$ cat config.mk
export PLATFORM = sky130hd
export DESIGN_NAME = regfile_wb_arbiter
export DESIGN_NICKNAME = d
export VERILOG_FILES = /design/src/rtl/regfile_pkg.sv /design/src/rtl/wb_fifo.sv /design/src/rtl/regfile_wb_arbiter.sv
export SDC_FILE = /design/constraint.sdc
export NUM_CORES = 1
export LEC_CHECK = 0
export BUFFER_PORTS_ARGS = -buffer_cell sky130_fd_sc_hd__buf_2
export CORE_ASPECT_RATIO = 0.7
export CORE_MARGIN = 10
export CORE_UTILIZATION = 53
export DETAILED_ROUTE_END_ITERATION = 8
export PLACE_DENSITY = 0.79
export REMOVE_ABC_BUFFERS = 1
export SLEW_MARGIN = 20
export SYNTH_ARGS = -nofsm -noshare
export SYNTH_HDL_FRONTEND = slang
export SYNTH_HIERARCHICAL = 1
export SYNTH_SLANG_ARGS = --single-unit
$ cat constraint.sdc
create_clock -name clk -period 4.11 [get_ports clk]
set_input_delay 0.2055 -clock clk [delete_from_list [all_inputs] [get_ports clk]]
set_output_delay 0.2055 -clock clk [all_outputs]
set_load 0.05 [all_outputs]
$ cat src/rtl/regfile_pkg.sv
// Shared widths and the write-back entry type for the register file write path.
package regfile_pkg;

  localparam int unsigned XLEN   = 32;
  localparam int unsigned REG_AW = 5;
  localparam int unsigned NREG   = 2 ** REG_AW;

  typedef struct packed {
    logic [REG_AW-1:0] rd;
    logic [XLEN-1:0]   value;
  } wb_entry_t;

endpackage

$ cat src/rtl/wb_fifo.sv
// Small FIFO holding LSU results that lost arbitration for the register file write port.
module wb_fifo
  import regfile_pkg::*;
#(
  parameter int unsigned Depth = 2
) (
  input  logic      clk,
  input  logic      rst_n,
  input  logic      push,
  input  wb_entry_t push_data,
  input  logic      pop,
  output wb_entry_t pop_data,
  output logic      full,
  output logic      empty
);

  localparam int unsigned PtrW = (Depth > 1) ? $clog2(Depth) : 1;
  localparam int unsigned CntW = $clog2(Depth + 1);

  wb_entry_t       mem_q [Depth];
  logic [PtrW-1:0] wr_ptr_q, rd_ptr_q;
  logic [CntW-1:0] cnt_q;
  logic            push_eff, pop_eff;

  assign full     = (cnt_q == CntW'(Depth));
  assign empty    = (cnt_q == '0);
  assign push_eff = push & ~full;
  assign pop_eff  = pop & ~empty;
  assign pop_data = mem_q[rd_ptr_q];

  // Wrap explicitly so non-power-of-two depths work.
  function automatic logic [PtrW-1:0] ptr_inc(input logic [PtrW-1:0] p);
    return (p == PtrW'(Depth - 1)) ? '0 : p + 1'b1;
  endfunction

  always_ff @(posedge clk or negedge rst_n) begin
    if (!rst_n) begin
      wr_ptr_q <= '0;
      rd_ptr_q <= '0;
      cnt_q    <= '0;
    end else begin
      if (push_eff) wr_ptr_q <= ptr_inc(wr_ptr_q);
      if (pop_eff)  rd_ptr_q <= ptr_inc(rd_ptr_q);
      if (push_eff && !pop_eff)      cnt_q <= cnt_q + 1'b1;
      else if (pop_eff && !push_eff) cnt_q <= cnt_q - 1'b1;
    end
  end

  always_ff @(posedge clk) begin
    if (push_eff) mem_q[wr_ptr_q] <= push_data;
  end

endmodule

$ cat src/rtl/regfile_wb_arbiter.sv
// Merges ALU and LSU results onto the single register file write port, with a pending
// scoreboard and write-stage forwarding for the issue stage.
module regfile_wb_arbiter
  import regfile_pkg::*;
#(
  parameter int unsigned LSU_DEPTH = 2
) (
  input  logic              clk,
  input  logic              rst_n,
  input  logic              alu_valid,
  input  logic [REG_AW-1:0] alu_rd,
  input  logic [XLEN-1:0]   alu_value,
  input  logic              lsu_valid,
  output logic              lsu_ready,
  input  logic [REG_AW-1:0] lsu_rd,
  input  logic [XLEN-1:0]   lsu_value,
  input  logic              sb_set_valid,
  input  logic [REG_AW-1:0] sb_set_rd,
  input  logic [REG_AW-1:0] src1_num,
  input  logic [REG_AW-1:0] src2_num,
  output logic              src1_busy,
  output logic              src2_busy,
  output logic              src1_fwd,
  output logic [XLEN-1:0]   src1_fwd_value,
  output logic              src2_fwd,
  output logic [XLEN-1:0]   src2_fwd_value,
  output logic              rf_we,
  output logic [REG_AW-1:0] rf_dst_num,
  output logic [XLEN-1:0]   rf_dst_value
);

  wb_entry_t       lsu_entry, fifo_head, sel;
  logic            fifo_push, fifo_pop, fifo_full, fifo_empty;
  logic            lsu_acc, sel_valid;
  logic [NREG-1:0] pending_q, pending_d;

  assign lsu_ready       = ~fifo_full;
  assign lsu_acc         = lsu_valid & lsu_ready;
  assign lsu_entry.rd    = lsu_rd;
  assign lsu_entry.value = lsu_value;

  wb_fifo #(
    .Depth(LSU_DEPTH)
  ) u_lsu_fifo (
    .clk      (clk),
    .rst_n    (rst_n),
    .push     (fifo_push),
    .push_data(lsu_entry),
    .pop      (fifo_pop),
    .pop_data (fifo_head),
    .full     (fifo_full),
    .empty    (fifo_empty)
  );

  // ALU first, then buffered LSU results, then LSU bypass only when nothing is queued.
  always_comb begin
    sel_valid = 1'b0;
    sel       = '0;
    fifo_push = 1'b0;
    fifo_pop  = 1'b0;
    if (alu_valid) begin
      sel_valid = 1'b1;
      sel.rd    = alu_rd;
      sel.value = alu_value;
      fifo_push = lsu_acc;
    end else if (!fifo_empty) begin
      sel_valid = 1'b1;
      sel       = fifo_head;
      fifo_pop  = 1'b1;
      fifo_push = lsu_acc;
    end else if (lsu_acc) begin
      sel_valid = 1'b1;
      sel       = lsu_entry;
    end
  end

  always_ff @(posedge clk or negedge rst_n) begin
    if (!rst_n) begin
      rf_we        <= 1'b0;
      rf_dst_num   <= '0;
      rf_dst_value <= '0;
    end else begin
      rf_we <= sel_valid && (sel.rd != '0);
      if (sel_valid) begin
        rf_dst_num   <= sel.rd;
        rf_dst_value <= sel.value;
      end
    end
  end

  // Clear on write-back, then set, so a same-cycle re-dispatch keeps the register pending.
  always_comb begin
    pending_d = pending_q;
    if (rf_we) pending_d[rf_dst_num] = 1'b0;
    if (sb_set_valid) pending_d[sb_set_rd] = 1'b1;
    pending_d[0] = 1'b0;
  end

  always_ff @(posedge clk or negedge rst_n) begin
    if (!rst_n) pending_q <= '0;
    else        pending_q <= pending_d;
  end

  assign src1_fwd       = rf_we && (rf_dst_num == src1_num) && (src1_num != '0);
  assign src2_fwd       = rf_we && (rf_dst_num == src2_num) && (src2_num != '0);
  assign src1_fwd_value = rf_dst_value;
  assign src2_fwd_value = rf_dst_value;
  assign src1_busy      = pending_q[src1_num] & ~src1_fwd;
  assign src2_busy      = pending_q[src2_num] & ~src2_fwd;

endmodule

* After elaboration in Yosys (flattened, before gate mapping) *
Memory sizes are Yosys's and may differ from the RTL's.
Cells that the tools add are included.

cells by class
  $add $sub $neg = 4
  order comparisons = 6
  equal/unequal tests = 3
  multiplexer cells = 26
  bitwise gates (word level) = 12
  reduce and logical (&&, ||, !) cells = 16

operators with widths
  kind                                                  count
  two-way mux 37 bit                                    3
  two-way mux 32 bit                                    2
  AND 32 bit                                            1
  NOT 32 bit                                            1
  bitwise OR 32 bit                                     1
  < comparator 5 x 6 -> 1 bit (second input constant)   4
  two-way mux 1 bit                                     15
  nonzero test 5 bit                                    3
  binary-select mux 1 bit (select 5 bit)                2
  demux 1 bit (select 5 bit)                            2
  == test 5 bit                                         2
  >= comparator 5 x 1 -> 1 bit (second input constant)  2
  logical AND 1 bit                                     9
  AND 1 bit                                             5
  two-way mux 2 bit                                     2
  NOT 1 bit                                             4
  adder 1 bit (second input constant)                   2
  adder 2 x 1 -> 2 bit (second input constant)          1
  == test 2 bit (second input constant)                 1
  zero test 1 bit                                       2
  zero test 2 bit                                       1
  nonzero test 2 bit                                    1
  subtractor 2 x 1 -> 2 bit (second input constant)     1

storage, ports and cells
  flip-flop bits (word level) = 73
  RAM bits = 74
  bits of input ports = 94
  logic and storage cells = 75
  memories kept = 1

memory list
  name              words  bits a word  rd ports  clocked after memory_dff  wr ports  line           text
  u_lsu_fifo.mem_q  2      37           1         0                         1         wb_fifo.sv:20  wb_entry_t mem_q [Depth];

* Logic depth before layout (Yosys ltp) *
Gate-level depths: netlist of run 1.

  word-level depth = 10
  mapped depth = 10
  depth with buffers taken out = 10

* Cells and area by module *
The synthesis of run 1 kept the hierarchy.

by module, submodules not included
  module              times used  cells each  area an instance (um^2)
  regfile_wb_arbiter  1           509         4579.4
  wb_fifo             1           134         2949.1

* Worst setup path after synthesis of run 1 *
No wires, ideal clock.

  path type = register to register
  start = register u_lsu_fifo.cnt_q[0]
  end = memory u_lsu_fifo/mem_q[0][0] (netlist name) (enable)
  data arrival time = 2.542 ns
  required time = 3.679 ns
  path slack = 1.137 ns
  cell stages (with the launch flop) = 7
  cell sequence = dfrtp_1 > nor2_1 > buf_2 > nand2b_1 > nor2b_1 > nand2_1 > nor2_1

RTL lines
  what                                     line                      text
  start, declared                          wb_fifo.sv:22             logic [CntW-1:0] cnt_q;
  start signal, assigned                   wb_fifo.sv:44             if (push_eff && !pop_eff) cnt_q <= cnt_q + 1'b1;
  start signal, assigned                   wb_fifo.sv:45             else if (pop_eff && !push_eff) cnt_q <= cnt_q - 1'b1;
  zero test 2 bit                          wb_fifo.sv:26             assign empty = (cnt_q == '0);
  net fifo_empty                           regfile_wb_arbiter.sv:33  logic fifo_push, fifo_pop, fifo_full, fifo_empty;
  two-way mux 1 bit                        regfile_wb_arbiter.sv:66  end else if (!fifo_empty) begin
  two-way mux 1 bit                        regfile_wb_arbiter.sv:61  if (alu_valid) begin
  net fifo_push                            regfile_wb_arbiter.sv:33
  AND 1 bit                                wb_fifo.sv:27             assign push_eff = push & ~full;
  two-way mux 1 bit                        wb_fifo.sv:50             if (push_eff) mem_q[wr_ptr_q] <= push_data;
  two-way mux 1 bit (not written as such)  wb_fifo.sv:50
  end, declared                            wb_fifo.sv:20

The timed path passes the listed nets, and every way through them passes these cells.

==> results of run 1 <==
==> Yosys cell counts (all sizes together) (5+ instances only) <==
library cell	number	area [sq um]
a21oi	36	184
xor2	8	70.1
mux2i	40	400
nor2	42	158
buf	87	626
o21ai	95	475
mux2	41	537
or3b	6	52.6
nand2b	5	31.3
nor3	6	30.0
xnor2	5	43.8
edfxtp	74	2220
mux4	10	236
nor3b	6	45.0
dfrtp	73	1830
nand3	7	35.0
clkbuf	13	50.0
nand2	47	176
nand3b	11	82.6
==> power groups by stage <==
| stage | logic, mW | clock network (mW) | registers (mW) |
|---|---|---|---|
| 6_report | 3.64 | 1.47 | 2.55 |
| 5_1_grt | 3.86 | 1.55 | 2.62 |
| 4_1_cts | 3.63 | 1.49 | 2.54 |
| 3_5_place_dp | 3.61 | 0 | 2.57 |
| 3_3_place_gp | 3.55 | 0 | 2.52 |
| 2_1_floorplan | 1.29 | 0 | 3.90 |
==> metal layers <==
metal	GRT usage (%)	wire, um	vias up	part of all wire [%]
met5	0	0	-	0
met1	23.5	7670	2687	40
li1	-	-	2575	-
met4	6.69	408	0	2.1
met3	5.12	1430	33	7.4
met2	32.4	9620	228	50
==> layout make-up <==
| type | instances | area [sq um] |
|---|---|---|
| Antenna cell | 2 | 5.00 |
| Clock buffer | 17 | 425 |
| Clock inverter | 15 | 136 |
| Fill cell | 1021 | 4970 |
| Inverter | 3 | 11.3 |
| Multi-Input combinational cell | 393 | 2820 |
| Sequential cell | 147 | 4050 |
| Tap cell | 190 | 238 |
| Timing Repair Buffer | 225 | 1260 |
==> how the worst min path moves through the flow <==
stage,to,slack [ns],cells after the start
final,rf_dst_value[20],-0.03,1
after global routing,u_lsu_fifo/mem_q[0][10],0.001,1
after CTS,rf_dst_value[20],0.0006,1
after detailed placement,u_lsu_fifo/mem_q[1][22],0.41,1
after global placement,pending_q[14],0.40,1
after floorplan,pending_q[10],-0.09,0
==> logic make-up (layout without fill, tap and decap cells) <==
| logic type | after synthesis | count (layout) | share of synthesized area (%) |
|---|---|---|---|
| mux | 91 | 91 | 15.6 |
| simple gates | 141 | 141 | 9.11 |
| xor+xnor | 13 | 13 | 1.51 |
| buf+inv | 103 | 260 | 9.12 |
| other cells | 0 | 2 | 0 |
| compound gates | 147 | 147 | 10.7 |
| fa+ha+maj | 1 | 1 | 0.166 |
| flops | 147 | 147 | 53.8 |
==> registers in the layout (all words and copies together), names as in the netlist <==
| signal | flops |
|---|---|
| u_lsu_fifo/mem_q | 74 |
| rf_dst_value | 32 |
| pending_q | 31 |
| u_lsu_fifo/wr_ptr_q | 1 |
| u_lsu_fifo/cnt_q | 2 |
| rf_we | 1 |
| rf_dst_num | 5 |
| u_lsu_fifo/rd_ptr_q | 1 |
==> what timing repair did <==
item,CTS,global route
endpoints found under the hold margin,39,2
endpoints found under the setup margin,0,0
setup buffers,0,0
resized for setup,0,0
hold buffers,20,1
==> impl_metrics.py, run 1 <==
metrics = {
    "clock_tree": {
        "cts_buffer_depth": 2,
        "cts_tree": "built",
        "cts-htree-levels": 4,
        "clock_sinks": 147,
        "clkLatencyLatePin_ns": 0.41,
        "cts_made_buffers": 17,
        "clkSlewWorstSetupHoldPaths_ns": 0.07,
        "ctsRootBufferMaster": "clkbuf_16",
    },
    "logic_synthesis": {
        "synth_flop_cell": "edfxtp_1",
        "synthCells": 643,
        "ys_warn_count": 6,
        "synth-seq-cells": 147,
        "netlist_area_sq_um": 7530,
        "syn_avg_cell_area_sq_um": 11.7,
        "synth_edf_count": 74,
        "async_flop_share_pct": 49.7,
        "yosysUniqueCellTypes": 48,
        "synth_seq_area_share_pct": 53.8,
    },
    "die": {
        "die_x_um": 162,
        "start_util_pct": 54.1,
        "die_h_um": 120,
        "num_io_pins": 201,
        "rows": 36,
        "fp.dieArea_sq_um": 19400,
        "coreArea_sq_um": 13900,
    },
    "route": {
        "routed_wl_um": 19100,
        "vias_per_cell": 5.57,
        "dr.pass1.iters": 7,
        "ant_nets": 0,
        "vias": 5523,
        "dr.first_iter.drc_count": 524,
        "post_drt_wl_per_cell_um": 19.3,
        "drc": 0,
    },
    "grt": {
        "antenna_found_initial": 2,
        "grt_pass1_wl_um": 30200,
        "grt_pass1_vias": 5694,
        "grt_max_degree": 74,
        "grt.total_usage_pct": 19.2,
        "grt_overflow": 0,
    },
    "finish": {
        "layout_commonest_cell": "buf_2",
        "layout_common_cells": "199 x buf_2, 94 x o21ai_0, 74 x edfxtp_1",
        "nets": 882,
        "postLayoutCoreUtil_pct": 64.3,
        "areaGrowthSynthToFinish_pct": 18.8,
        "final_cell_area_sq_um": 8950,
        "final_cells": 992,
        "drive_above_1_share_pct": 36.9,
    },
    "timing": {
        "finalWorstSetupSlack_ns": 1.73,
        "max_freq_mhz": 421,
        "period_needed_ns": 2.38,
        "final.setup_skew_ns": 0.0112,
        "rsz0062_at_grt": "no",
        "slew_viol_final": 0,
        "timing.hold.ws_ns": -0.0339,
        "fin_crit_sh_pct": 57.8,
        "fin_setup_tns_ns": 0,
        "tightest_slew_ns": 1.08,
        "setup_viol": 0,
        "slew_headroom_pct": 27.9,
        "hold_viol_final": 73,
    },
    "worst_hold_path": {
        "worstHoldPathType": "primary input to asynchronous set/reset pin",
    },
    "job": {
        "maxCapViolCount": 0,
    },
    "power": {
        "total_power_mw": 7.65,
        "p_comb_share_pct": 47.6,
        "p_sw_mw": 3.66,
        "swShare_pct": 47.8,
        "p_int_mw": 3.99,
        "power_density_nw_per_um2": 855,
        "peakVddDrop_v": 0.000474,
        "power_leakage_nw": 3.74,
        "p_clk_share_pct": 19.2,
        "p_seq_share_pct": 33.3,
    },
    "status": {
        "status": "complete, but fails checks",
        "violations": "negative hold slack",
    },
    "placement": {
        "dp_cells": 936,
        "pre_cts_ws_ns": 1.68,
        "finalWeightedCongestion": 0.898,
        "portBuffers": 200,
        "placed_area_sq_um": 8140,
        "place_hpwl_um": 13400,
    },
    "worst_setup_path": {
        "cp-start-kind": "flip-flop",
        "worstPathArrival_ns": 2.64,
        "critPathCaptureType": "flip-flop",
        "startpoint": "u_lsu_fifo/rd_ptr_q",
        "cpLargestDelayFamily": "flip-flops",
        "r2r_start": "u_lsu_fifo/rd_ptr_q",
        "cp.required_ns": 4.37,
        "cp.depth": 5,
        "crit_buf_inv": 0,
        "slowest_stage": "dfrtp_2",
        "endpoint": "rf_we",
        "slowest_delay_ns": 1.08,
        "reg2reg_slack_ns": 1.73,
        "worst_r2r_path_depth": 5,
        "path_max_fanout": 38,
        "crit_chain": "mux2_4 -> nor3b_1 -> a221o_1 -> a211oi_1 -> nand4_1",
        "worstSetupPathType": "flip-flop to flip-flop",
        "timing.rr.end": "rf_we",
    },
}
(Power assumes the default switching activity.)
==> inputs of run 2 (changes only) <==
clock period = 2.2 ns   (was 4.11 ns; I/O delays follow)
==> impl_metrics.py, run 2 (same netlist as run 1, synthesis figures left out) <==
metrics = {
    "job": {
        "maxCapViolCount": 0,
    },
    "die": {
        "fp.dieArea_sq_um": 19400,
        "num_io_pins": 201,
        "die_x_um": 162,
        "coreArea_sq_um": 13900,
        "die_h_um": 120,
        "start_util_pct": 54.1,
        "rows": 36,
    },
    "clock_tree": {
        "clock_sinks": 147,
        "cts_buffer_depth": 2,
        "cts_tree": "built",
        "clkLatencyLatePin_ns": 0.42,
        "clkSlewWorstSetupHoldPaths_ns": 0.07,
        "ctsRootBufferMaster": "clkbuf_16",
        "cts_made_buffers": 17,
        "cts-htree-levels": 4,
    },
    "grt": {
        "grt_overflow": 0,
        "top_usage_layer": "met2",
        "antenna_found_initial": 2,
        "grt.total_usage_pct": 20.6,
        "grt_max_degree": 65,
        "grt_pass1_vias": 6011,
        "gr-usage-met2_pct": 35.7,
        "grt_use_met3_pct": 5.74,
        "grt_pass1_wl_um": 32100,
        "gr-usage-met1_pct": 23.4,
    },
    "timing": {
        "finalWorstSetupSlack_ns": 0.0620,
        "fin_crit_sh_pct": 97.2,
        "slew_viol_final": 0,
        "setup_viol": 0,
        "rsz0062_at_grt": "yes",
        "period_needed_ns": 2.14,
        "max_freq_mhz": 468,
        "slew_headroom_pct": 57.2,
        "hold_viol_final": 0,
        "tightest_slew_ns": 0.641,
        "final.setup_skew_ns": 0.0148,
    },
    "power": {
        "p_int_mw": 7.89,
        "power_leakage_nw": 3.96,
        "p_seq_share_pct": 31.8,
        "peakVddDrop_v": 0.000943,
        "p_clk_share_pct": 20.2,
        "p_sw_mw": 6.94,
        "power_density_nw_per_um2": 1570,
        "p_comb_share_pct": 48.1,
        "swShare_pct": 46.8,
    },
    "worst_setup_path": {
        "worstPathArrival_ns": 2.03,
        "slowest_stage": "mux4_1",
        "slowest_delay_ns": 0.51,
        "crit_chain": "mux4_1 -> mux2_2 -> o211ai_2 -> a21oi_1 -> buf_2",
        "cpLargestDelayFamily": "multiplexers",
        "worstSetupPathType": "flip-flop to primary output",
        "critPathCaptureType": "primary output",
        "cp-start-kind": "flip-flop",
        "crit_buf_inv": 1,
        "path_max_fanout": 3,
        "cp.required_ns": 2.09,
    },
    "route": {
        "ant_nets": 0,
        "dr.first_iter.drc_count": 549,
        "drc": 0,
        "vias": 5831,
        "post_drt_wl_per_cell_um": 19.9,
        "dr.pass1.iters": 5,
        "routed_wl_um": 20600,
        "vias_per_cell": 5.63,
    },
    "worst_hold_path": {
        "worstHoldPathType": "primary input to flip-flop",
    },
    "finish": {
        "areaGrowthSynthToFinish_pct": 25.8,
        "layout_common_cells": "199 x buf_2, 94 x o21ai_0, 74 x edfxtp_1",
        "largest_reg_flops": 74,
        "reg_top3": "u_lsu_fifo/mem_q x74, rf_dst_value x32, pending_q x31",
        "postLayoutCoreUtil_pct": 68.0,
        "layout_commonest_cell": "buf_2",
        "drive_above_1_share_pct": 35.9,
        "final_cell_area_sq_um": 9470,
        "nets": 925,
        "top_register": "u_lsu_fifo/mem_q",
    },
    "placement": {
        "place_hpwl_um": 14100,
        "finalWeightedCongestion": 0.975,
        "pre_cts_ws_ns": 0.260,
        "portBuffers": 200,
        "placed_area_sq_um": 8240,
    },
    "status": {
        "status": "finished, final reports clean",
    },
}
-- run 2: worst reg2reg max path, cell delays in order, from the launching register on --
cell and delay [ns]:
dfrtp_1 0.47, nor2_4 0.19, buf_4 0.51, mux2i_1 0.31, nor2_1 0.07, a21oi_1 0.17
o21ai_0 0.17
-- run 2: final timing paths --
check	from	to	cells past startpoint	slack (ns)
max in group asynchronous	rst_n	rf_dst_num[3]	3	1.36
max	pending_q[25]	src2_busy	5	0.06
min	alu_value[20]	rf_dst_value[20]	3	0.0002
max reg2reg	u_lsu_fifo/cnt_q[0]	rf_dst_value[18]	6	0.14
min reg2reg	rf_dst_value[13]	rf_dst_value[13]	2	0.53
min in group asynchronous	rst_n	pending_q[10]	2	0.25
-- run 2: metrics by stage --
| stage | hold WS [ns] | TNS [ns] | total power, mW | cells |
|---|---|---|---|---|
| final | 0.000240 | 0 | 14.8 | 1035 |
| after global placement | 0.134 | 0 | 11.5 | 943 |
| after floorplan | -0.186 | -218.81 | 9.71 | 543 |
| after CTS | 0.000929 | 0 | 14.8 | 1033 |
| after global routing | 0.0138 | -0.00792 | 15.5 | 1035 |
| after detailed placement | 0.151 | 0 | 11.7 | 943 |
-- run 2: routing by layer --
metal / wire length, um / part of all wire (%)
met3: 1490 / 7.2
met2: 10500 / 51
met5: 0 / 0
met4: 736 / 3.6
met1: 7830 / 38
-- run 2: repair_timing --
| item | CTS | global route |
|---|---|---|
| resized for setup | 0 | 5 |
| buffers inserted | 0 | 0 |
| endpoints found under the hold margin | 135 | 0 |
| hold buffers | 58 | 0 |
| endpoints found under the setup margin | 0 | 3 |
-- run 2: layout make-up --
class / instances / area (sq um)
fill: 958 / 4450
tap: 190 / 238
clock buffer: 20 / 479
multi-input combinational: 393 / 2830
inverter: 3 / 11.3
antenna: 2 / 5.00
clock inverter: 12 / 141
sequential: 147 / 4050
timing repair buffer: 268 / 1710
-- run 2: power groups by stage --
stage	clock, mW	combinational, mW	sequential (mW)
after floorplan	0	2.42	7.29
after global placement	0	6.86	4.60
after global routing	3.17	7.52	4.79
after detailed placement	0	6.98	4.69
after CTS	3.04	7.09	4.65
final	2.99	7.13	4.71
